$ cat src/rtl/lenet_pkg.sv
// Shared definitions for the LeNet post-processing blocks.
// - fp16_t: IEEE half-precision value split into sign / exponent / mantissa.
// - FP16_POS_ZERO, FP16_NEG_INF: frequently used constant encodings.
// - argmax_state_e: state encoding of the argmax scanner.
// - is_nan(), is_zero(): classification helpers.
package lenet_pkg;

  localparam int FP16_W = 16;

  typedef struct packed {
    logic       sign;
    logic [4:0] exp;
    logic [9:0] mant;
  } fp16_t;

  localparam fp16_t FP16_POS_ZERO = '{sign: 1'b0, exp: 5'h00, mant: 10'h000};
  localparam fp16_t FP16_NEG_INF  = '{sign: 1'b1, exp: 5'h1f, mant: 10'h000};

  typedef enum logic [1:0] {
    ST_IDLE = 2'd0,
    ST_SCAN = 2'd1,
    ST_DONE = 2'd2
  } argmax_state_e;

  // exp all-ones with a non-zero mantissa; both quiet and signalling NaNs match.
  function automatic logic is_nan(input fp16_t v);
    return (v.exp == 5'h1f) && (v.mant != 10'h000);
  endfunction

  // +0 and -0 share the all-zero magnitude.
  function automatic logic is_zero(input fp16_t v);
    return (v.exp == 5'h00) && (v.mant == 10'h000);
  endfunction

endpackage

$ cat src/rtl/fp16_gt.sv
// Combinational strict greater-than of two FP16 values (a > b).
// Ports:
//   a, b    : FP16 operands (raw bits)
//   a_gt_b  : 1 when a is strictly greater than b
// Ordering rules:
//   - a NaN never wins; any non-NaN a beats a NaN b (lets a NaN seed value
//     be displaced by the first real number).
//   - +0 and -0 compare equal.
//   - Otherwise a sign-magnitude compare: exponent/mantissa concatenation is
//     monotonic in magnitude for every class including subnormals and Inf.
module fp16_gt
  import lenet_pkg::*;
(
  input  logic [15:0] a,
  input  logic [15:0] b,
  output logic        a_gt_b
);

  fp16_t      fa;
  fp16_t      fb;
  logic [14:0] mag_a;
  logic [14:0] mag_b;

  always_comb begin
    fa     = fp16_t'(a);
    fb     = fp16_t'(b);
    mag_a  = {fa.exp, fa.mant};
    mag_b  = {fb.exp, fb.mant};
    a_gt_b = 1'b0;
    if (is_nan(fa)) begin
      a_gt_b = 1'b0;
    end else if (is_nan(fb)) begin
      a_gt_b = 1'b1;
    end else if (is_zero(fa) && is_zero(fb)) begin
      a_gt_b = 1'b0;
    end else if (fa.sign != fb.sign) begin
      // Different signs and not both zero: the positive one is larger.
      a_gt_b = fb.sign;
    end else if (!fa.sign) begin
      a_gt_b = (mag_a > mag_b);
    end else begin
      // Both negative: the smaller magnitude is the larger value.
      a_gt_b = (mag_a < mag_b);
    end
  end

endmodule

$ cat src/rtl/lenet_argmax_fp16.sv
// Argmax over the F7 logit bus: one FP16 logit compared per clock.
// Ports:
//   clk        : rising-edge clock
//   reset      : asynchronous, active-low; clears all state
//   start      : begin a classification (only honoured in IDLE)
//   logits     : NUM_CLASS FP16 values, logit i at [i*DATA_WIDTH +: DATA_WIDTH]
//   busy       : high while in SCAN or DONE
//   done       : one-cycle pulse when class_idx/max_val/all_nan are updated
//   class_idx  : index of the largest logit (lowest index on ties)
//   max_val    : bits of the largest logit
//   all_nan    : every logit was NaN (class_idx=0, max_val=logit0)
//   state_dbg  : current FSM state, for observation only
// Handshake: start is a level request sampled on the clock edge while IDLE;
// the bus is captured on that same edge. Results are stable from the done
// pulse until the next done pulse. start high in IDLE re-arms immediately,
// giving one run every NUM_CLASS+1 cycles.
// Timeline: accept edge k loads logit0 as best; edges k+1..k+NUM_CLASS-1
// compare one logit each; edge k+NUM_CLASS (DONE) registers the outputs.
module lenet_argmax_fp16
  import lenet_pkg::*;
#(
  parameter int DATA_WIDTH = 16,
  parameter int NUM_CLASS  = 10,
  parameter int IDX_W      = $clog2(NUM_CLASS)
) (
  input  logic                            clk,
  input  logic                            reset,
  input  logic                            start,
  input  logic [NUM_CLASS*DATA_WIDTH-1:0] logits,
  output logic                            busy,
  output logic                            done,
  output logic [IDX_W-1:0]                class_idx,
  output logic [DATA_WIDTH-1:0]           max_val,
  output logic                            all_nan,
  output logic [1:0]                      state_dbg
);

  // Counter is one bit wider than the index so NUM_CLASS = 2**IDX_W fits.
  localparam logic [IDX_W:0] CNT_LAST = (IDX_W+1)'(NUM_CLASS - 1);
  localparam logic [IDX_W:0] CNT_ONE  = (IDX_W+1)'(1);

  argmax_state_e         state_q, state_d;
  logic [DATA_WIDTH-1:0] snap_q [NUM_CLASS];
  logic [DATA_WIDTH-1:0] snap_d [NUM_CLASS];
  logic [IDX_W:0]        cnt_q, cnt_d;
  logic [DATA_WIDTH-1:0] best_q, best_d;
  logic [IDX_W-1:0]      best_idx_q, best_idx_d;
  logic                  done_q, done_d;
  logic [IDX_W-1:0]      class_idx_q, class_idx_d;
  logic [DATA_WIDTH-1:0] max_val_q, max_val_d;
  logic                  all_nan_q, all_nan_d;

  logic [DATA_WIDTH-1:0] cand;
  logic                  cand_gt;

  assign cand = snap_q[cnt_q[IDX_W-1:0]];

  fp16_gt u_gt (
    .a      (cand),
    .b      (best_q),
    .a_gt_b (cand_gt)
  );

  always_comb begin
    state_d     = state_q;
    snap_d      = snap_q;
    cnt_d       = cnt_q;
    best_d      = best_q;
    best_idx_d  = best_idx_q;
    done_d      = 1'b0;
    class_idx_d = class_idx_q;
    max_val_d   = max_val_q;
    all_nan_d   = all_nan_q;

    case (state_q)
      ST_IDLE: begin
        if (start) begin
          for (int i = 0; i < NUM_CLASS; i++) begin
            snap_d[i] = logits[i*DATA_WIDTH +: DATA_WIDTH];
          end
          // logit0 seeds best even if it is NaN; fp16_gt lets any
          // non-NaN candidate displace it later.
          best_d     = logits[DATA_WIDTH-1:0];
          best_idx_d = '0;
          cnt_d      = CNT_ONE;
          state_d    = ST_SCAN;
        end
      end

      ST_SCAN: begin
        // Strictly greater only: equal values keep the earlier index.
        if (cand_gt) begin
          best_d     = cand;
          best_idx_d = cnt_q[IDX_W-1:0];
        end
        if (cnt_q == CNT_LAST) begin
          cnt_d   = '0;
          state_d = ST_DONE;
        end else begin
          cnt_d = cnt_q + CNT_ONE;
        end
      end

      ST_DONE: begin
        class_idx_d = best_idx_q;
        max_val_d   = best_q;
        // best stays NaN only if no non-NaN logit was ever seen.
        all_nan_d   = is_nan(fp16_t'(best_q));
        done_d      = 1'b1;
        state_d     = ST_IDLE;
      end

      default: begin
        state_d = ST_IDLE;
      end
    endcase
  end

  always_ff @(posedge clk or negedge reset) begin
    if (!reset) begin
      state_q     <= ST_IDLE;
      for (int i = 0; i < NUM_CLASS; i++) begin
        snap_q[i] <= '0;
      end
      cnt_q       <= '0;
      best_q      <= '0;
      best_idx_q  <= '0;
      done_q      <= 1'b0;
      class_idx_q <= '0;
      max_val_q   <= DATA_WIDTH'(FP16_POS_ZERO);
      all_nan_q   <= 1'b0;
    end else begin
      state_q     <= state_d;
      snap_q      <= snap_d;
      cnt_q       <= cnt_d;
      best_q      <= best_d;
      best_idx_q  <= best_idx_d;
      done_q      <= done_d;
      class_idx_q <= class_idx_d;
      max_val_q   <= max_val_d;
      all_nan_q   <= all_nan_d;
    end
  end

  assign busy      = (state_q == ST_SCAN) || (state_q == ST_DONE);
  assign done      = done_q;
  assign class_idx = class_idx_q;
  assign max_val   = max_val_q;
  assign all_nan   = all_nan_q;
  assign state_dbg = state_q;

endmodule

$ cat config.mk
export PLATFORM = sky130hd
export DESIGN_NAME = lenet_argmax_fp16
export DESIGN_NICKNAME = d
export VERILOG_FILES = /design/src/rtl/lenet_pkg.sv /design/src/rtl/fp16_gt.sv /design/src/rtl/lenet_argmax_fp16.sv
export SDC_FILE = /design/constraint.sdc
export NUM_CORES = 1
export LEC_CHECK = 0
export ABC_AREA = 1
export CAP_MARGIN = 20
export CORE_MARGIN = 2
export CORE_UTILIZATION = 40
export CTS_BUF_LIST = sky130_fd_sc_hd__clkbuf_8
export CTS_CLUSTER_SIZE = 30
export DETAILED_ROUTE_END_ITERATION = 16
export SYNTH_ARGS = -nofsm -noshare
export SYNTH_HDL_FRONTEND = slang
export SYNTH_SLANG_ARGS = --single-unit
export TNS_END_PERCENT = 50
$ cat constraint.sdc
create_clock -name clk -period 4.4 [get_ports clk]
set_input_delay 0.88 -clock clk [delete_from_list [all_inputs] [get_ports clk]]
set_output_delay 0.88 -clock clk [all_outputs]
set_load 0.01 [all_outputs]
==> summary.txt <==
Pwr
  • Cell internal pwr: ~5.5 mW
  • NetSw: between 4 and 5 mW
  • Proportion of power drawn by combinational gates: between 40% and 50%
  • Net Sw Frac: 42.7%
  • Pwr dens: 725 nW/um^2
  • Leakage: between 6 and 7 nW
  • Worst VDD drop: approximately 0.00027 V
  • Clock network fraction of total power: 19.5%
  • Register share of total power: 35.1%

Hold path
  • Hold Crit Class: in -> async

Critical path
  • CP arrival: about 4.2 ns
  • WP data required: 4.79 ns
  • CP endpoint kind: register
  • Reg2reg setup slack: 0.61 ns
  • Setup crit start kind: register
  • FF-to-FF path depth: 23
  • Kind of critical path: reg -> reg
  • Crit-path max FO: 40
  • Worst r2r dst: best_q[4]
  • Reg-to-Reg Start: cnt_q[0]

Final layout
  • Area Growth Syn to Fin: 28.0%
  • N_diodes: 0
  • Layout Nets: 1726
  • Fraction of layout instances using a drive strength above 1: 4.98%
  • Multi-input gate area: 4350 um^2
  • Final Instance Area: approximately 13000 um^2
  • Fill cell count: 2486
  • Register area: between 5000 and 6000 um^2

Global route
  • Largest net degree at the start of global routing: 115
  • Global-route wire length before repair: 48.2 mm
  • Vias in the first global route: 9228
  • Gr ovfl total: 0
  • Total track usage: around 23%
  • Initial antenna violation count: 1

Placed design
  • DP HPWL: 21.9 mm
  • Area after DPL: 12400 um^2
  • Gp weighted congestion: 0.926
  • Port Buffers: 187

Floorplan
  • Die Span Y: 164 um
  • FP Rows: between 50 and 60
  • Io pins: approximately 190
  • Core area: 25200 um^2
  • Initial Util: roughly two fifths
  • Die Wd: 164 um
  • Die area: 27000 um^2

CTS
  • Post-CTS Setup Bufs: 0
  • Clk pin slew, worst setup/hold paths: 0.06 ns
  • Clock sink total: 209
  • Clock Latency Late Sink: 0.53 ns
  • Root buffer cell: clkbuf_8
  • Hold-fix buffers, CTS: 0
  • Clock tree buffer depth: 3
  • CTS tree: done
  • H-tree depth: 2
  • # resized after CTS: 0
  • CTS Buf Count: 37

Logic synthesis
  • EDFF count, synth: 0
  • Synth Cell Area: 10300 um^2
  • Avg Cell Area, Syn: 7.45 um^2
  • FFs w/ async S/R, synth: 100%
  • Main synth FF type: dfrtp_1
  • Most common cell in the netlist: nand2_1
  • Top cell type by total area after synthesis: dfrtp_1
  • Yosys warning total: 0
  • Cell variety after synth: 31
  • Share of the synthesized area in the top cell type: 50.9%
  • Synthesized Nets: roughly 1600
  • Synth area leaders: dfrtp_1 51%, nand2_1 22%, o21ai_0 5.6%
  • Commonest cells in the netlist: 613 x nand2_1, 209 x dfrtp_1, 121 x nor2_1, 115 x o21ai_0, 86 x nand3_1
  • Register area share after synthesis: 50.9%
  • Post-synthesis instance total: 1379
  • FF+latch count, synth: 209

STA
  • Tcrit/Tclk final: between 80% and 90%
  • Setup TNS: 0 ns
  • Measured slew at the worst slew-check pin: 1.05 ns
  • Count of final hold-check violations: 0
  • Pins Over Slew Limit: 0
  • Max-slew headroom: 30.0%
  • Min Tclk post-route: 3.79 ns
  • Worst Clk Skew: 0.0312 ns
  • Highest Clock Rate: roughly 260 MHz
  • RSZ-0062 raised after global routing: no
  • Final setup violation count: 0

Outcome
  • Outcome: finished clean

Route
  • Routed Antenna Nets: 0
  • Routed Wire Length: 30.1 mm
  • DRC viols: 0
  • Drt via density: around 4.9
  • Via count: 9263
  • Drt first pass iters: 5
  • DR WL/cell: approximately 16 um
  • Initial DRC count: 732

Run
  • Total of max-cap violations: 0
## per-stage QoR
stage | setup slack (ns) | instances | hold WS [ns] | utilization [%] | total power [mW]
6_report | 0.613 | 1896 | 0.435 | 52.2 | 9.53
5_1_grt | 0.241 | 1896 | 0.490 | 52.2 | 10.4
4_1_cts | 0.662 | 1896 | 0.459 | 52.2 | 9.58
3_5_place_dp | 0.713 | 1834 | 0.458 | 49.2 | 7.67
3_3_place_gp | 0.810 | 1834 | 0.459 | 49.2 | 7.61
2_1_floorplan | 1.58 | 1379 | 0.444 | - | 6.27
## cells by family after synthesis
kind of cell | share of synthesized area (%)
compound gates | 7.30
xor+xnor | 0.256
fa+ha+maj | 2.44
buf+inv | 6.78
flops | 50.9
mux | 0.0975
simple gates | 32.2
## cells in the final DEF, fill, tap and decap left out, drive strengths merged
master and count:
nand2 616, dfrtp 209, clkdlybuf4s50 186, o21ai 129, nor2 122, inv 100
nand3 86, clkbuf 44, ha 20, buf 15, a21oi 8, o211ai 5
nor4 4, clkinv 4, nand4 3, xor2 3, bufinv 3, o22ai 2
nor3 2, o31ai 1, nor3b 1, a31oi 1, nand3b 1, mux2i 1
## metal layers
metal / vias to the layer above / global-route usage (%) / wire length, um
met2: 298 / 34.4 / 13100
met4: 0 / 7.42 / 766
met3: 55 / 4.14 / 1920
met5: - / 0 / 0
met1: 4279 / 33.5 / 14400
li1: 4631 / - / -
## worst max-delay path, cell delays in order, from the launching register on
cell     delay [ns]
dfrtp_4        0.65
inv_2          0.43
buf_12         0.26
nand2_1        0.07
nand2_1        0.08
nand2_1        0.14
nand2_1        0.17
ha_1           0.26
nand2_1        0.07
inv_1          0.03
o21ai_0        0.20
nand2_1        0.09
a31oi_1        0.14
nand2_1        0.09
nand2_1        0.06
nand2_1        0.04
nand2_1        0.05
inv_1          0.03
nand2_1        0.06
nand2_2        0.09
nand2_4        0.23
nand2_4        0.18
nand2_1        0.12
nand2_1        0.06
## power by group through the flow
stage	registers, mW	clock network (mW)	logic (mW)
after floorplan	3.20	0	3.07
after global placement	3.36	0	4.25
after detailed placement	3.36	0	4.30
after CTS	3.33	1.90	4.34
after global routing	3.43	2.00	4.96
final	3.34	1.86	4.33
## area by class of cell
class,instances,share of cell area [%]
clock buffers,44,4.61
clock inverters,18,1.14
inverters,89,2.56
multi-input cells,1005,33.1
flip-flops and latches,209,39.8
well taps,330,3.14
repair buffers,201,15.6
## worst max path at each step
| stage | cells after the start | endpoint | slack, ns | startpoint |
|---|---|---|---|---|
| 2_1_floorplan | 24 | best_q[0] | 1.58 | cnt_q[0] |
| 3_3_place_gp | 23 | best_q[11] | 0.81 | cnt_q[0] |
| 3_5_place_dp | 23 | best_q[4] | 0.71 | cnt_q[0] |
| 4_1_cts | 23 | best_q[13] | 0.66 | cnt_q[0] |
| 5_1_grt | 22 | best_q[4] | 0.24 | cnt_q[0] |
| 6_report | 23 | best_q[4] | 0.61 | cnt_q[0] |
## flip-flops by register name, summed over array words and instances, names as in the netlist
signal and count:
all_nan 1, class_idx 4, best_q 16, max_val 16
best_idx_q 4, state_dbg 2, cnt_q 5, snap_q 160
done 1
(Power assumes the default switching activity.)
